[config.mk]
export PLATFORM = sky130hd
export DESIGN_NAME = feature_weight_loader
export DESIGN_NICKNAME = d
export VERILOG_FILES = /design/src/rtl/cnn_pkg.sv /design/src/rtl/feature_weight_loader.sv
export SDC_FILE = /design/constraint.sdc
export NUM_CORES = 1
export LEC_CHECK = 0
export ABC_AREA = 1
export CAP_MARGIN = 20
export CORE_AREA = 5 5 173 125
export CTS_CLUSTER_DIAMETER = 100
export DETAILED_ROUTE_END_ITERATION = 12
export DIE_AREA = 0 0 178 130
export DONT_BUFFER_PORTS = 1
export SYNTH_ARGS = -nofsm -noshare
export SYNTH_HDL_FRONTEND = slang
export SYNTH_SLANG_ARGS = --single-unit
[constraint.sdc]
create_clock -name clk -period 3 [get_ports clk]
set_input_delay 0.6 -clock clk [delete_from_list [all_inputs] [get_ports clk]]
set_output_delay 0.6 -clock clk [all_outputs]
set_load 0.005 [all_outputs]
[src/rtl/cnn_pkg.sv]
// ============================================================================
// Module      : cnn_pkg
// Description : Types and default dimensions shared by the CNN weight-loading
//               path and the feature weight memory.
// Revision    : 1.0 - initial release
// ============================================================================
`default_nettype none

package cnn_pkg;

    // Default kernel geometry and weight precision
    localparam int DEF_KERNEL_SIZE  = 4;
    localparam int DEF_NUM_FEATURES = 3;
    localparam int DEF_DATA_WIDTH   = 8;

    // Feature memory address width; bounds the number of kernels at 4
    localparam int ADDR_W = 2;

    // Weight loader sequencing states
    typedef enum logic [1:0] {
        IDLE    = 2'd0,
        COLLECT = 2'd1,
        WRITE   = 2'd2,
        DONE    = 2'd3
    } loader_state_t;

endpackage

`default_nettype wire

[src/rtl/feature_weight_loader.sv]
// ============================================================================
// Module      : feature_weight_loader
// Description : Collects a serial stream of signed weights into flattened
//               KERNEL_SIZE x KERNEL_SIZE kernels and writes each one into the
//               feature weight memory (active-low write enable) at addresses
//               0..NUM_FEATURES-1, then pulses done.
//               Element i of a kernel (row-major) sits in bits
//               [i*DATA_WIDTH +: DATA_WIDTH] of feature_weights_input.
//               Optional macro FEATURE_LOADER_CHECKSUM_EN adds a signed
//               running sum of all accepted weights on port checksum.
// Revision    : 1.0 - initial release
// ============================================================================
`default_nettype none

module feature_weight_loader
    import cnn_pkg::*;
#(
    parameter int KERNEL_SIZE  = DEF_KERNEL_SIZE,
    parameter int NUM_FEATURES = DEF_NUM_FEATURES,
    parameter int DATA_WIDTH   = DEF_DATA_WIDTH
) (
    input  logic                                               clk,
    input  logic                                               rst,
    input  logic                                               start,
    input  logic                                               wt_valid,
    input  logic signed [DATA_WIDTH-1:0]                       wt_data,
    output logic                                               wt_ready,
    output logic [ADDR_W-1:0]                                  address_w,
    output logic                                               feature_WrEn,
    output logic signed [KERNEL_SIZE*KERNEL_SIZE*DATA_WIDTH-1:0] feature_weights_input,
    output logic                                               busy,
    output logic                                               done
`ifdef FEATURE_LOADER_CHECKSUM_EN
   ,output logic signed [DATA_WIDTH+7:0]                       checksum
`endif
);

    localparam int NW    = KERNEL_SIZE * KERNEL_SIZE;
    localparam int IDX_W = (NW > 1) ? $clog2(NW) : 1;
    localparam int KW    = NW * DATA_WIDTH;

    // The write address is only ADDR_W bits wide
    if (NUM_FEATURES < 1 || NUM_FEATURES > (1 << ADDR_W)) begin : g_bad_num_features
        $error("feature_weight_loader: NUM_FEATURES must be in 1..4");
    end

    loader_state_t          state_q, state_d;
    logic [IDX_W-1:0]       idx_q,   idx_d;
    logic [ADDR_W-1:0]      addr_q,  addr_d;
    logic [KW-1:0]          buf_q,   buf_d;
    logic                   wren_q,  wren_d;
    logic                   done_q,  done_d;

    // Next-state logic; write enable and done are computed from the next state
    // so they come straight out of flops and cannot glitch.
    always_comb begin
        state_d = state_q;
        idx_d   = idx_q;
        addr_d  = addr_q;
        buf_d   = buf_q;
        case (state_q)
            IDLE: begin
                if (start) begin
                    state_d = COLLECT;
                    idx_d   = '0;
                    addr_d  = '0;
                end
            end
            COLLECT: begin
                if (wt_valid) begin
                    buf_d[idx_q*DATA_WIDTH +: DATA_WIDTH] = wt_data;
                    if (idx_q == IDX_W'(NW - 1)) begin
                        idx_d   = '0;
                        state_d = WRITE;
                    end else begin
                        idx_d = idx_q + 1'b1;
                    end
                end
            end
            WRITE: begin
                // Address advances only after the write cycle has ended
                if (addr_q == ADDR_W'(NUM_FEATURES - 1)) begin
                    state_d = DONE;
                end else begin
                    state_d = COLLECT;
                    addr_d  = addr_q + 1'b1;
                end
            end
            DONE: begin
                state_d = IDLE;
            end
            default: begin
                state_d = IDLE;
            end
        endcase
        wren_d = (state_d != WRITE);
        done_d = (state_d == DONE);
    end

    // State, buffer and registered memory-side outputs
    always_ff @(posedge clk or negedge rst) begin
        if (!rst) begin
            state_q <= IDLE;
            idx_q   <= '0;
            addr_q  <= '0;
            buf_q   <= '0;
            wren_q  <= 1'b1;
            done_q  <= 1'b0;
        end else begin
            state_q <= state_d;
            idx_q   <= idx_d;
            addr_q  <= addr_d;
            buf_q   <= buf_d;
            wren_q  <= wren_d;
            done_q  <= done_d;
        end
    end

`ifdef FEATURE_LOADER_CHECKSUM_EN
    logic signed [DATA_WIDTH+7:0] sum_q, sum_d;

    // Running sum of accepted weights, restarted by a new load
    always_comb begin
        sum_d = sum_q;
        if (state_q == IDLE && start) begin
            sum_d = '0;
        end else if (state_q == COLLECT && wt_valid) begin
            sum_d = sum_q + {{8{wt_data[DATA_WIDTH-1]}}, wt_data};
        end
    end

    // Checksum accumulator register
    always_ff @(posedge clk or negedge rst) begin
        if (!rst) begin
            sum_q <= '0;
        end else begin
            sum_q <= sum_d;
        end
    end

    assign checksum = sum_q;
`endif

    assign wt_ready              = (state_q == COLLECT);
    assign busy                  = (state_q != IDLE);
    assign address_w             = addr_q;
    assign feature_WrEn          = wren_q;
    assign done                  = done_q;
    assign feature_weights_input = buf_q;

endmodule

`default_nettype wire

==> run_results.csv, run 1 <==
group,metric,value,unit
floorplan,core-area,19640,um^2
finish,fin_nets,624,
detailed_routing,met1_length,7607,um
yosys,synth_cells,612,
detailed_routing,wl_met3,2283,um
timing,finalCritPeriodShare,80.49,%
yosys,ys_ff_latch,138,
yosys,ys_types,31,
detailed_routing,highest_layer,"met4",
placement,dp.cells,857,
clock_tree,cts.repair.resized,0,
clock_tree,clockRootBuffer,"clkbuf_16",
timing,worst_pin_slew,565.2,ps
grt,grt_pass1_vias,4025,
yosys,synth-seq-area-share,59.47,%
finish,area_delta_synth_final,14.09,%
detailed_routing,drtAntennaViolNets,0,
placement,dp_slack,600.8,ps
worst_setup_path,endpoint_kind,"flop",
yosys,synthArstFlopShare,100.0,%
floorplan,start_util,29.58,%
yosys,synth_area_leaders,"dfrtp_1 (59%), nand2_1 (12%), o21ai_1 (6.1%), nand4_1 (3.6%), o21ai_0 (2.6%)",
timing,fin_crit,2415,ps
worst_setup_path,path_class,"reg -> reg",
yosys,syn_avg_cell_area,9.492,um^2
finish,insertedDiodeCount,0,
yosys,synth_edf_count,0,
min_path,hp-class,"in -> async",
floorplan,rows,43,
timing,setup_viol,0,
timing,fin_ws,585.2,ps
detailed_routing,wirelength,16920,um
placement,numPortBuffers,0,
pwr,p_per_area,1161,nW/um^2
finish,fillerInstances,2031,
floorplan,ios,146,
clock_tree,cts_buffers,17,
run,maxCapViolCount,0,
yosys,synth_top_cell_by_area,"dfrtp_1",
floorplan,die_x,178,um
grt,grt.overflow.total,0,
timing,max-slew-margin-rel,62.21,%
timing,fin_setup_tns,0,ps
grt,grt_max_degree,139,
grt,antenna_found_initial,0,
finish,final_layout_size_suffix_gt1_share,11.47,%
yosys,syn-cell-area,5809,um^2
pwr,p_leak,0.003054,uW
detailed_routing,drc,0,
timing,slew_viol_final,0,
clock_tree,cts_max_path_buffers,2,
floorplan,die_y,130,um
finish,final_cells,889,
status,violations,"negative hold slack",
yosys,synth_top_area_share,59.01,%
yosys,syn-num-nets,630,
timing,skew,10.57,ps
timing,rsz0062_at_grt,"false",
clock_tree,postCtsSetupBuffers,0,
worst_setup_path,crit_required,3300,ps
detailed_routing,dr.pass1.iters,4,
clock_tree,cts_sinks,138,
grt,grt_pass1_wl,25630,um
yosys,ys.flop_type,"dfrtp_1",
clock_tree,cts_max_level,4,
detailed_routing,detail_route.vias_per_cell,4.685,
worst_setup_path,path_max_fanout,21,
clock_tree,cts_tree,"built",
status,outcome,"finished with violations",
floorplan,die-area,23140,um^2
clock_tree,clk-insertion-delay-late,430,ps
timing,fmax,414.1,MHz
clock_tree,clk_pin_slew_worst_paths,60,ps
pwr,ir_drop,0.0003979,V
detailed_routing,wire_per_inst,19.03,um
detailed_routing,drt_iter0_markers,325,
yosys,synth_most_common_cell,"nand2_1",
grt,grt_util_all_layers,14.93,%
worst_setup_path,worstPathArrival,2710,ps
yosys,ys_top_cells_by_count,"nand2_1 (182), dfrtp_1 (137), o21ai_1 (71), nand4_1 (33), o21ai_0 (30)",
detailed_routing,met2_length,6884,um
detailed_routing,vias,4165,
timing,hold_viol,137,
worst_setup_path,crit_path_start_kind,"flop",
placement,dpl.hpwl,12150,um
yosys,ys.warnings.count,0,
placement,gp_congestion,0.7841,
timing,fin_hold_ws,-130.5,ps
[worst max-delay path, stage by stage (launching register included)]
cell     delay (ps)
dfrtp_1         520
nor3_1          320
ha_1            320
inv_1           120
nand3_1         130
inv_2           360
nand2_2         300
nand2_1         120
o21ai_0          80
[cells in the final DEF (no fill, tap or decap), types with 3 or more instances in the layout]
master / count
nor3_1: 11
nand4_1: 33
ha_1: 6
nor2_1: 24
nor2_2: 4
inv_6: 3
nand3_2: 6
nor2_4: 3
clkbuf_16: 17
nand2_1: 182
inv_2: 6
bufinv_16: 5
clkinv_2: 3
o21ai_0: 30
dfrtp_1: 137
buf_4: 4
inv_1: 26
nand2_2: 9
o21ai_1: 71
nand3_1: 21
[stage by stage]
| step | power (uW) | area (um^2) | hold slack, ps | util, % |
|---|---|---|---|---|
| final | 7693 | 6628 | -130.5 | 33.75 |
| after global routing | 8197 | 6628 | -155.4 | 33.75 |
| after CTS | 7759 | 6628 | -152.5 | 33.75 |
| after detailed placement | 5394 | 5979 | 307.8 | 30.45 |
| after global placement | 5345 | 5979 | 307.8 | 30.45 |
| after floorplan | 4775 | 5809 | 304.4 | - |
[final cells by class]
| type | instances | area [um^2] | area share [%] |
|---|---|---|---|
| Timing Repair Buffer | 4 | 30.03 | 0.4531 |
| Inverter | 33 | 125.1 | 1.888 |
| Clock inverter | 14 | 219.0 | 3.304 |
| Multi-Input combinational cell | 412 | 2032 | 30.66 |
| Sequential cell | 138 | 3455 | 52.12 |
| Clock buffer | 18 | 429.2 | 6.475 |
| Tap cell | 270 | 337.8 | 5.097 |
[kinds of logic (layout without fill, tap and decap cells)]
logic type / Yosys count / after routing / share of synthesized area [%]
flops: 138 / 138 / 59.47
xor+xnor: 2 / 2 / 0.6247
compound gates: 106 / 106 / 9.240
fa+ha+maj: 6 / 6 / 1.292
buf+inv: 62 / 69 / 5.557
simple gates: 298 / 298 / 23.82
[where the power goes]
part	switching [uW]	total [uW]	internal, uW
Sequential	623	3100	2480
Combinational	1650	2270	619
Clock	840	2320	1480
[routing by layer]
layer | GRT usage, % | vias to the layer above
met2 | 19.75 | 161
met4 | 4.500 | 0
met5 | 0 | -
li1 | - | 2014
met3 | 8.051 | 11
met1 | 20.85 | 1979
[sequential cells by signal, indices dropped and copies added, names as in the netlist]
signal                 flops
feature_weights_input    128
idx_q                      4
address_w                  2
state_q                    2
done                       1
feature_WrEn               1
[path summary, 6_finish.rpt]
| kind | cells past startpoint | from | to | slack, ps |
|---|---|---|---|---|
| worst max register to register | 8 | idx_q[2] | feature_weights_input[126] | 590 |
| max in group asynchronous | 0 | rst | feature_weights_input[9] | 2930 |
| worst max-delay path | 8 | idx_q[2] | feature_weights_input[126] | 590 |
| min in group clk | 2 | wt_data[5] | feature_weights_input[5] | 340 |
| worst min register to register | 2 | feature_weights_input[35] | feature_weights_input[35] | 500 |
| worst min-delay path | 0 | rst | address_w[0] | -130 |
Note: power is estimated with default switching activity, not from simulation.
==> run 2, diff against run 1 <==
==> constraint.sdc (replaced) <==
create_clock -name clk -period 1.9 [get_ports clk]
set_input_delay 0.38 -clock clk [delete_from_list [all_inputs] [get_ports clk]]
set_output_delay 0.38 -clock clk [all_outputs]
set_load 0.005 [all_outputs]
==> run 2 against run 1 <==
Compared with the run above:
- the flow still finishes with violations (negative hold slack)
- sequential power up 57%
- non-clock buffer count rose by 28
- fmax increased by 29%
- sequential cell count unchanged
- design area rose by 5.6%
- largest cell class unchanged
==> run_results.csv, run 2 (synthesis results as in run 1) <==
group,metric,value,unit
pwr,p_leak,0.003242,uW
timing,fin_crit,1877,ps
finish,final_layout_size_suffix_gt1_share,17.93,%
timing,hold_viol,138,
clock_tree,cts_sinks,138,
floorplan,die_x,178,um
worst_setup_path,path_delay_family,"simple AND/OR/NAND/NOR gates",
floorplan,ios,146,
grt,grt.overflow.total,0,
worst_setup_path,cpMostUsedCell,"buf_6",
run,maxCapViolCount,0,
status,violations,"negative hold slack",
timing,worst_pin_slew,328.8,ps
floorplan,start_util,29.58,%
timing,fin_setup_tns,0,ps
clock_tree,clk_pin_slew_worst_paths,60,ps
detailed_routing,detail_route.vias_per_cell,4.623,
timing,finalCritPeriodShare,98.78,%
worst_setup_path,crit_slowest_cell,"dfrtp_1",
clock_tree,cts_max_level,4,
grt,grt_util_all_layers,15.29,%
clock_tree,clk-insertion-delay-late,420,ps
detailed_routing,vias,4239,
detailed_routing,drc,0,
finish,layout_commonest_cell,"nand2_1",
finish,fin_nets,652,
clock_tree,cts_buffers,17,
finish,area_delta_synth_final,20.44,%
finish,fin_area,6997,um^2
worst_setup_path,crit_path_start_kind,"flop",
pwr,seqPwrFrac,38.0,%
timing,rsz0062_at_grt,"true",
worst_setup_path,endpoint_kind,"flop",
pwr,p_per_area,1829,nW/um^2
clock_tree,clockRootBuffer,"clkbuf_16",
worst_setup_path,max_stage_delay,390,ps
clock_tree,cts_tree,"built",
pwr,switchingPower,5232,uW
finish,mostFrequentLayoutCells,"nand2_1 (176), dfrtp_1 (136), o21ai_1 (75)",
clock_tree,cts_max_path_buffers,2,
worst_setup_path,path_max_fanout,8,
placement,dpl.hpwl,12610,um
floorplan,die_y,130,um
placement,numPortBuffers,0,
grt,antenna_found_initial,0,
timing,fin_hold_ws,-339.4,ps
pwr,swShare,40.89,%
pwr,p_clk_share,26.4,%
timing,slew_viol_final,0,
detailed_routing,drtAntennaViolNets,0,
placement,dpl_cell_area,6212,um^2
detailed_routing,wire_per_inst,19.13,um
floorplan,core-area,19640,um^2
placement,gp_congestion,0.8060,
timing,skew,9.388,ps
grt,grt_pass1_wl,26480,um
grt,grt_max_degree,139,
worst_setup_path,worstPathArrival,2180,ps
min_path,hp-class,"in -> async",
detailed_routing,wirelength,17540,um
detailed_routing,drt_iter0_markers,250,
grt,grt_pass1_vias,4224,
floorplan,die-area,23140,um^2
pwr,ir_drop,0.0007852,V
timing,max-slew-margin-rel,78.02,%
detailed_routing,dr.pass1.iters,4,
status,outcome,"finished with violations",
timing,setup_viol,0,
pwr,pwr-share-comb,35.6,%
worst_setup_path,crit_required,2200,ps
timing,fmax,532.8,MHz
floorplan,rows,43,
worst_setup_path,critical_path.n_buffers_inverters,3,
finish,insertedDiodeCount,0,
worst_setup_path,path_class,"reg -> reg",
worst_setup_path,cp_cell_sequence,"nor3_2 -> ha_1 -> inv_2 -> buf_6 -> nand2_4 -> nor2_2 -> nand4_1 -> buf_6 -> nand2_2 -> o21ai_1",
finish,largest_reg_flops,128,
pwr,p_int,7563,uW
-- run 2: layout make-up --
| cell class | count | area [um^2] |
|---|---|---|
| Fill cell | 1988 | 12640 |
| Sequential cell | 138 | 3456 |
| Multi-Input combinational cell | 412 | 2152 |
| Clock buffer | 18 | 429.2 |
| Tap cell | 270 | 337.8 |
| Timing Repair Buffer | 32 | 312.8 |
| Clock inverter | 14 | 171.4 |
| Inverter | 33 | 137.6 |
-- run 2: what timing repair did --
action                                  CTS  global route
pin swaps                                 0             3
resized for setup                         1            40
endpoints found under the setup margin   30            86
gates cloned                              0             1
buffers inserted                          0             4
endpoints found under the hold margin   138           138
-- run 2: metrics by stage --
stage	utilization, %	instances	setup WS (ps)	total power [uW]
after detailed placement	31.63	880	-37.89	9106
after global routing	35.63	917	-79.75	13690
after floorplan	-	612	5.075	7685
final	35.63	917	23.18	12790
after CTS	34.72	912	-41.79	12560
after global placement	31.63	880	30.82	9012
-- run 2: final timing paths --
kind / startpoint / to / slack, ps / cells past startpoint
setup reg to reg: idx_q[2] / feature_weights_input[3] / 20 / 10
min in group clk: wt_data[0] / feature_weights_input[0] / 100 / 2
hold / removal: rst / address_w[0] / -340 / 0
hold reg to reg: feature_weights_input[39] / feature_weights_input[39] / 500 / 2
max in group asynchronous: rst / feature_weights_input[46] / 1980 / 0
setup / recovery: idx_q[2] / feature_weights_input[3] / 20 / 10
-- run 2: power groups by stage --
stage	clock network, uW	registers, uW	logic (uW)
final	3380	4860	4560
after global routing	3600	5020	5070
after CTS	3460	4880	4220
after detailed placement	0	4910	4200
after global placement	0	4910	4100
after floorplan	0	4530	3150
-- run 2: layer usage --
metal | wire [um] | GRT usage (%) | up-vias
met3 | 2347 | 8.370 | 11
met4 | 161 | 3.909 | 0
met1 | 7973 | 21.06 | 1984
met5 | 0 | 0 | -
met2 | 7059 | 20.84 | 157
li1 | - | - | 2087
